`config.mk`:
```
export PLATFORM = sky130hd
export DESIGN_NAME = bus_term_tx_fifo
export DESIGN_NICKNAME = d
export VERILOG_FILES = /design/src/rtl/bus_pkg.sv /design/src/rtl/bus_fifo_ram.sv /design/src/rtl/bus_term_tx_fifo.sv
export SDC_FILE = /design/constraint.sdc
export NUM_CORES = 1
export LEC_CHECK = 0
export ABC_CLOCK_PERIOD_IN_PS = 4400
export CORE_MARGIN = 10
export CORE_UTILIZATION = 52
export CTS_CLUSTER_SIZE = 28
export DETAILED_ROUTE_END_ITERATION = 7
export PLACE_DENSITY_LB_ADDON = 0.2
export SETUP_SLACK_MARGIN = 0.3
export SLEW_MARGIN = 20
export SYNTH_ARGS = -nofsm -noshare
export SYNTH_HDL_FRONTEND = slang
export SYNTH_SLANG_ARGS = --single-unit
```
`constraint.sdc`:
```
create_clock -name clk -period 4.4 [get_ports clk]
set_input_delay 0.88 -clock clk [delete_from_list [all_inputs] [get_ports clk]]
set_output_delay 0.88 -clock clk [all_outputs]
set_load 0.02 [all_outputs]
```
`src/rtl/bus_pkg.sv`:
```
// ============================================================================
//  Module      : bus_pkg
//  Description : Shared bus constants and destination-ID helpers.
//  Revision    : 1.0 - initial release
// ============================================================================
`default_nettype none

package bus_pkg;

    localparam int              ID_W         = 8;
    localparam logic [ID_W-1:0] BROADCAST_ID = 8'hFF;
    localparam int              MAX_PKT_W    = 256;

    // Callers zero-extend their packet to MAX_PKT_W and pass its real width.
    function automatic logic [ID_W-1:0] dest_of(
        input logic [MAX_PKT_W-1:0] pkt,
        input int                   pkt_w
    );
        return pkt[pkt_w-1 -: ID_W];
    endfunction

    function automatic logic dest_valid(
        input logic [ID_W-1:0] id,
        input int              term_id,
        input int              terminales,
        input logic [ID_W-1:0] bcast = BROADCAST_ID
    );
        logic ok;
        ok = 1'b0;
        if (32'(id) == term_id)
            ok = 1'b0;
        else if (id == bcast)
            ok = 1'b1;
        else if (32'(id) < terminales)
            ok = 1'b1;
        return ok;
    endfunction

endpackage

`default_nettype wire

```
`src/rtl/bus_fifo_ram.sv`:
```
// ============================================================================
//  Module      : bus_fifo_ram
//  Description : DEPTH x WIDTH storage, registered write, asynchronous read.
//  Revision    : 1.0 - initial release
// ============================================================================
`default_nettype none

module bus_fifo_ram #(
    parameter int WIDTH  = 32,
    parameter int DEPTH  = 8,
    parameter int ADDR_W = $clog2(DEPTH)
) (
    input  logic              clk,
    input  logic              we,
    input  logic [ADDR_W-1:0] waddr,
    input  logic [WIDTH-1:0]  wdata,
    input  logic [ADDR_W-1:0] raddr,
    output logic [WIDTH-1:0]  rdata
);

    logic [WIDTH-1:0] mem_q [DEPTH];

    always_ff @(posedge clk) begin
        if (we)
            mem_q[waddr] <= wdata;
    end

    assign rdata = mem_q[raddr];

endmodule

`default_nettype wire

```
`src/rtl/bus_term_tx_fifo.sv`:
```
// ============================================================================
//  Module      : bus_term_tx_fifo
//  Description : Per-terminal first-word-fall-through transmit FIFO feeding
//                the bus arbiter. Define TX_FIFO_DEST_CHECK_EN to reject
//                packets with invalid or self destination IDs (adds bad_dest).
//  Revision    : 1.0 - initial release
// ============================================================================
`default_nettype none

module bus_term_tx_fifo
    import bus_pkg::*;
#(
    parameter int         ancho_pal  = 32,
    parameter int         depth      = 8,
    parameter int         terminales = 4,
    parameter logic [7:0] broadcast  = 8'hFF,
    parameter int         term_id    = 0
) (
    input  logic                   clk,
    input  logic                   reset,
    input  logic                   wr_en,
    input  logic [ancho_pal-1:0]   wr_data,
    output logic                   full,
    input  logic                   pop,
    output logic                   pndng,
    output logic [ancho_pal-1:0]   D_pop,
    output logic [$clog2(depth):0] count,
    output logic                   overflow,
    output logic                   underflow
`ifdef TX_FIFO_DEST_CHECK_EN
    ,
    output logic                   bad_dest
`endif
);

    localparam int c_ptr_w = $clog2(depth);
    localparam int c_cnt_w = c_ptr_w + 1;

    logic [c_ptr_w-1:0]   rd_ptr_q, rd_ptr_d;
    logic [c_ptr_w-1:0]   wr_ptr_q, wr_ptr_d;
    logic [c_cnt_w-1:0]   count_q, count_d;
    logic                 overflow_q, overflow_d;
    logic                 underflow_q, underflow_d;
    logic                 bad_dest_q, bad_dest_d;

    logic                 w_pndng;
    logic                 w_full;
    logic                 w_do_pop;
    logic                 w_wr_go;
    logic                 w_dest_ok;
    logic [ancho_pal-1:0] w_rdata;

`ifdef TX_FIFO_DEST_CHECK_EN
    logic [MAX_PKT_W-1:0] w_pkt_ext;
    assign w_pkt_ext = {{(MAX_PKT_W-ancho_pal){1'b0}}, wr_data};
    assign w_dest_ok = dest_valid(dest_of(w_pkt_ext, ancho_pal), term_id,
                                  terminales, broadcast);
`else
    assign w_dest_ok = 1'b1;
`endif

    always_comb begin
        w_pndng  = (count_q != '0);
        w_full   = (count_q == c_cnt_w'(depth));
        w_do_pop = pop & w_pndng;
        // A pop in the same cycle frees the slot a full FIFO needs.
        w_wr_go  = wr_en & w_dest_ok & (~w_full | w_do_pop);

        rd_ptr_d = w_do_pop ? rd_ptr_q + c_ptr_w'(1) : rd_ptr_q;
        wr_ptr_d = w_wr_go  ? wr_ptr_q + c_ptr_w'(1) : wr_ptr_q;

        count_d = count_q;
        if (w_wr_go && !w_do_pop)
            count_d = count_q + c_cnt_w'(1);
        else if (!w_wr_go && w_do_pop)
            count_d = count_q - c_cnt_w'(1);

        overflow_d  = wr_en & w_dest_ok & w_full & ~w_do_pop;
        underflow_d = pop & ~w_pndng;
        bad_dest_d  = wr_en & ~w_dest_ok;
    end

    always_ff @(posedge clk) begin
        if (!reset) begin
            rd_ptr_q    <= '0;
            wr_ptr_q    <= '0;
            count_q     <= '0;
            overflow_q  <= 1'b0;
            underflow_q <= 1'b0;
            bad_dest_q  <= 1'b0;
        end else begin
            rd_ptr_q    <= rd_ptr_d;
            wr_ptr_q    <= wr_ptr_d;
            count_q     <= count_d;
            overflow_q  <= overflow_d;
            underflow_q <= underflow_d;
            bad_dest_q  <= bad_dest_d;
        end
    end

    bus_fifo_ram #(
        .WIDTH (ancho_pal),
        .DEPTH (depth)
    ) u_ram (
        .clk   (clk),
        .we    (w_wr_go),
        .waddr (wr_ptr_q),
        .wdata (wr_data),
        .raddr (rd_ptr_q),
        .rdata (w_rdata)
    );

    assign pndng     = w_pndng;
    assign full      = w_full;
    assign count     = count_q;
    assign D_pop     = w_pndng ? w_rdata : '0;
    assign overflow  = overflow_q;
    assign underflow = underflow_q;
`ifdef TX_FIFO_DEST_CHECK_EN
    assign bad_dest  = bad_dest_q;
`else
    logic w_unused;
    assign w_unused = bad_dest_q;
`endif

endmodule

`default_nettype wire

```
* Word-level counts from Yosys, hierarchy flattened
Memory sizes are Yosys's and may differ from the RTL's. A register that Yosys moved wholly into a read port is not among the register bits.
Index checks and enable logic that the tools add are counted.
** Operators by class
- Add/subtract/negate cells :: 4
- Eq/ne operators :: 1
- Multiplexer cells :: 7
- Bitwise gates (word level) :: 9
- Reduce and logical (&&, ||, !) cells :: 6
** Operators by type and width (number)
- two-way mux 32 bit :: 1
- two-way mux 4 bit :: 2
- adder 3 x 1 -> 3 bit (second input constant) :: 2
- two-way mux 3 bit :: 2
- AND 1 bit :: 5
- adder 4 x 1 -> 4 bit (second input constant) :: 1
- equality test 4 bit (second input constant) :: 1
- nonzero test 4 bit :: 1
- subtractor 4 x 1 -> 4 bit (second input constant) :: 1
- NOT 1 bit :: 3
- logical AND 1 bit :: 2
- logical NOT 1 bit :: 2
- two-way mux 1 bit :: 2
- nonzero test 2 bit :: 1
- OR 1 bit :: 1
** Word-level totals
- Register bits after elaboration :: 12
- Bits in writable memories :: 256
- Bits of input ports :: 36
- Output and inout port bits :: 40
- Logic and storage cells :: 33
- Memories kept :: 1
** Memories
- u_ram.mem_q :: depth 8, width 32, rd ports 1, clocked after memory_dff 1, write ports 1, RTL line bus_fifo_ram.sv:21 : logic [WIDTH-1:0] mem_q [DEPTH];

* Logic depth before layout (Yosys ltp)
Gate-level depths: netlist of the first run.
- Word-level depth :: 8
- Mapped depth :: 10
- Depth with buffers taken out :: 10

* Hierarchy
From an unflattened synthesis of the first run, not the netlist that was laid out.
** Second synthesis, totals
- Cells, all modules :: 482
- Area total of the unflattened synthesis :: 10655.2 µm²
** By module, submodules not included
- bus_fifo_ram :: instances 1, cells an instance 383, area an instance 9825.7 µm², seq. area each 7687.4 µm²
- bus_term_tx_fifo :: instances 1, cells an instance 99, area an instance 829.5 µm², seq. area each 240.2 µm²

* Least setup slack after synthesis of the first run
No wires, ideal clock.
- Path type :: input-to-reg
- From :: input port pop
- To :: memory u_ram.mem_q[0][0], enable pin
- Library setup time :: 0.501 ns
- Data arrival time :: 4.027 ns
- Data required time :: 3.899 ns
- Slack :: -0.128 ns
- Cell stages on the path :: 2
- Buffers on the path :: 0
- Cell sequence :: o21ai_4 nor4_1
** Between the ends
- Longest elaborated chain between the ends :: 5
** Ends and longest elaborated chain
- start: declaration :: RTL line bus_term_tx_fifo.sv:24 : input logic pop,
- AND 1 bit :: RTL line bus_term_tx_fifo.sv:65 : w_do_pop = pop & w_pndng;
- OR 1 bit :: RTL line bus_term_tx_fifo.sv:67 : w_wr_go = wr_en & w_dest_ok & (~w_full | w_do_pop);
- AND 1 bit :: RTL line bus_term_tx_fifo.sv:67
- two-way mux 1 bit :: RTL line bus_fifo_ram.sv:24 : if (we)
- two-way mux 1 bit (not written as such) :: RTL line bus_fifo_ram.sv:25 : mem_q[waddr] <= wdata;
- end: declaration :: RTL line bus_fifo_ram.sv:21
Every way passes these cells.

==> out/results.tsv, run 1 <==
stage	metric	value	unit
outcome	status	complete, no violations	
drt	TritonRoute pass-1 iters	4	
power_and_ir_drop	Leak	3.96	nW
worst_setup_path	endpoint class of the critical path	primary output	
synth	Mapped Avg Cell Area	21.5	µm²
worst_setup_path	data required time of the worst path	3520	ps
drt	DR vias/cell	5.61	
grt	first-pass GRT wire length	31800	µm
placed_design	Area after DPL	11600	µm²
grt	vias in the first global route	5343	
power_and_ir_drop	PwrDens	601	nW/µm²
clock_tree	clk root buf	clkbuf_16	
clock_tree	CTS sink count	271	
placed_design	DP HPWL	11400	µm
worst_setup_path	Setup CP Type	flop to primary output	
cells_and_area	Final Instance Area	12600	µm²
clock_tree	CTS tree	yes	
die	CORE AREA	19600	µm²
placed_design	GPL Wtd Cong	0.722	
die	die height	162	µm
clock_tree	Clock Pin Slew Worst Setup and Hold Paths	60	ps
synth	Post-synth top flop	edfxtp_1	
synth	top cell type's share of synthesized area	73.8	%
synth	#FFs+latches synth	271	
timing	final slew viol count	0	
placed_design	DP Cell Count	820	
die	IO Count	76	
die	full die area	26100	µm²
timing	RSZ-0062 raised after global routing	no	
synth	Gate Count Post-Synth	484	
timing	FMAX	261	MHz
timing	fin crit period	3840	ps
cells_and_area	utilization after layout	64.2	%
synth	EDFF count, synth	256	
timing	worst relative slew slack	59.7	%
clock_tree	clock latency on the worst-skew pair	530	ps
drt	final routed DRC violation total	0	
timing	actual slew at the worst max-slew pin	604	ps
timing	fin crit share	87.2	%
grt	largest net degree at the start of global routing	35	
drt	wire per inst	23.4	µm
clock_tree	post-CTS sizing	0	
drt	antenna viol nets, final	0	
synth	Yosys cell types	30	
cells_and_area	share of cells above drive strength 1	22.6	%
grt	total gr overflow	0	
cells_and_area	Layout area overhead	20.7	%
synth	syn nets	526	
synth	largest area contributor in the netlist	edfxtp_1	
cells_and_area	Final Non-Filler Cells	871	
synth	top cells by area, synth	edfxtp_1 74%, mux4_2 14%, mux2i_1 3.3%	
clock_tree	htree depth	1	
timing	skew final	14.0	ps
synth	Ys Warns	0	
cells_and_area	commonest non-fill, non-tap cell in the layout	edfxtp_1	
run	max-cap violations	0	
synth	ys async rst share	0	%
die	Starting Density	53.2	%
drt	wirelength, routed	20400	µm
timing	Final Setup Violations	0	
clock_tree	Post-CTS Setup Bufs	0	
cells_and_area	fin nets	626	
worst_setup_path	Worst Setup Start Kind	flop	
clock_tree	total CTS buffers	27	
grt	initial antenna violation count	1	
synth	sequential share of the synthesized area	76.7	%
timing	Final Hold Fails	0	
drt	vias post-DR	4885	
die	Die Width	162	µm
worst_setup_path	crit-path max FO	30	
clock_tree	Max Root-Sink Buffers	3	
power_and_ir_drop	VDD IR max	365	µV
worst_setup_path	critical path arrival	2960	ps
drt	DR iter-0 viols	381	
min_path	Hold Crit Class	flop to flop	
synth	post-synthesis cell area	10400	µm²
placed_design	port buffer count	75	
grt	All-Layer GR Usage	15.7	%
cells_and_area	most frequent cells in the layout	256 x edfxtp_1, 75 x clkdlybuf4s50_1, 64 x mux4_2, 34 x mux2i_1, 33 x nor2_1	
clock_tree	CTS Hold Bufs	0	
timing	Fin Setup TNS	0	ps
die	# rows	51	
-- final cells by class --
type                    instances  area (µm²)
clock buffers                  30         687
repair buffers                 94         906
flip-flops and latches        271        7990
diodes                          1        2.50
clock inverters                20         277
well taps                     265         332
fillers                      1345        7020
multi-input cells             186        2360
inverters                       4        15.0
-- report_power, final --
| group | leakage [nW] | internal (mW) | switching (mW) |
|---|---|---|---|
| Combinational | 1.04 | 1.02 | 0.976 |
| Sequential | 2.45 | 2.97 | 0.151 |
| Clock | 0.467 | 1.53 | 0.914 |
| Total | 3.96 | 5.52 | 2.04 |
-- synth_stat cells, drive strengths merged (2+ instances only) --
| master | instances |
|---|---|
| mux4 | 64 |
| and2 | 7 |
| edfxtp | 256 |
| mux2i | 34 |
| nand3 | 5 |
| ha | 5 |
| nor2 | 36 |
| nor3 | 5 |
| xnor2 | 6 |
| nand2b | 3 |
| nand2 | 8 |
| inv | 4 |
| clkbuf | 7 |
| nor4 | 2 |
| buf | 16 |
| dfxtp | 15 |
| o21ai | 2 |
-- flip-flops by register name, summed over array words and instances, names as in the netlist, named ones only --
name and flops:
wr_ptr_q 3, underflow 1, u_ram.mem_q 256, rd_ptr_q 3
count 4, overflow 1
-- stage by stage --
stage | power [mW] | worst slack [ps] | hold WS (ps)
final | 7.56 | 563 | 489
after CTS | 7.66 | 462 | 494
after global placement | 5.18 | 1030 | 475
after detailed placement | 5.21 | 1030 | 496
after floorplan | 4.43 | 585 | 467
after global routing | 7.90 | 346 | 535
-- critical path, cell delays in order (launching register included) --
cell and delay, ps:
dfxtp_4 720, buf_4 320, mux4_2 540, mux2i_1 220, nor2_1 70, clkdlybuf4s50_1 560
-- worst paths after layout --
kind	from	to	slack, ps	depth (start not counted)
min reg2reg	rd_ptr_q[1]	flop	490	2
max reg2reg	count[1]	count[3]	1540	10
max	flop	D_pop[30]	560	5
min	rd_ptr_q[1]	flop	490	2
-- logic make-up (layout without fill, tap and decap cells) --
kind of cell	after synthesis	count (layout)	synth area share, %
adders and majority gates	6	6	0.793
other	0	1	0
buffers and inverters	27	148	1.21
muxes	98	98	17.1
DFF	271	271	76.7
AOI/OAI and AO/OA	7	7	0.529
and+or+nand+nor	69	69	3.18
xor gates and xnor gates	6	6	0.504
-- routing by layer --
layer	GRT usage [%]	vias up	wire length [µm]	share of wire (%)
met4	3.93	0	456	2.2
li1	-	2179	-	-
met1	19.7	2523	8230	40
met3	3.48	37	1200	5.9
met2	27.3	146	10500	52
met5	0	-	0	0
No activity file was read; power rests on OpenSTA's default activity.
==> run 2, diff against run 1 <==
--- a/config.mk
+++ b/config.mk
@@ -16,3 +16,4 @@
 export SYNTH_ARGS = -nofsm -noshare
 export SYNTH_HDL_FRONTEND = slang
 export SYNTH_SLANG_ARGS = --single-unit
+export TNS_END_PERCENT = 5
==> results of run 2 <==
Same layout as run 1: the final DEF is identical, and so are final timing and power.
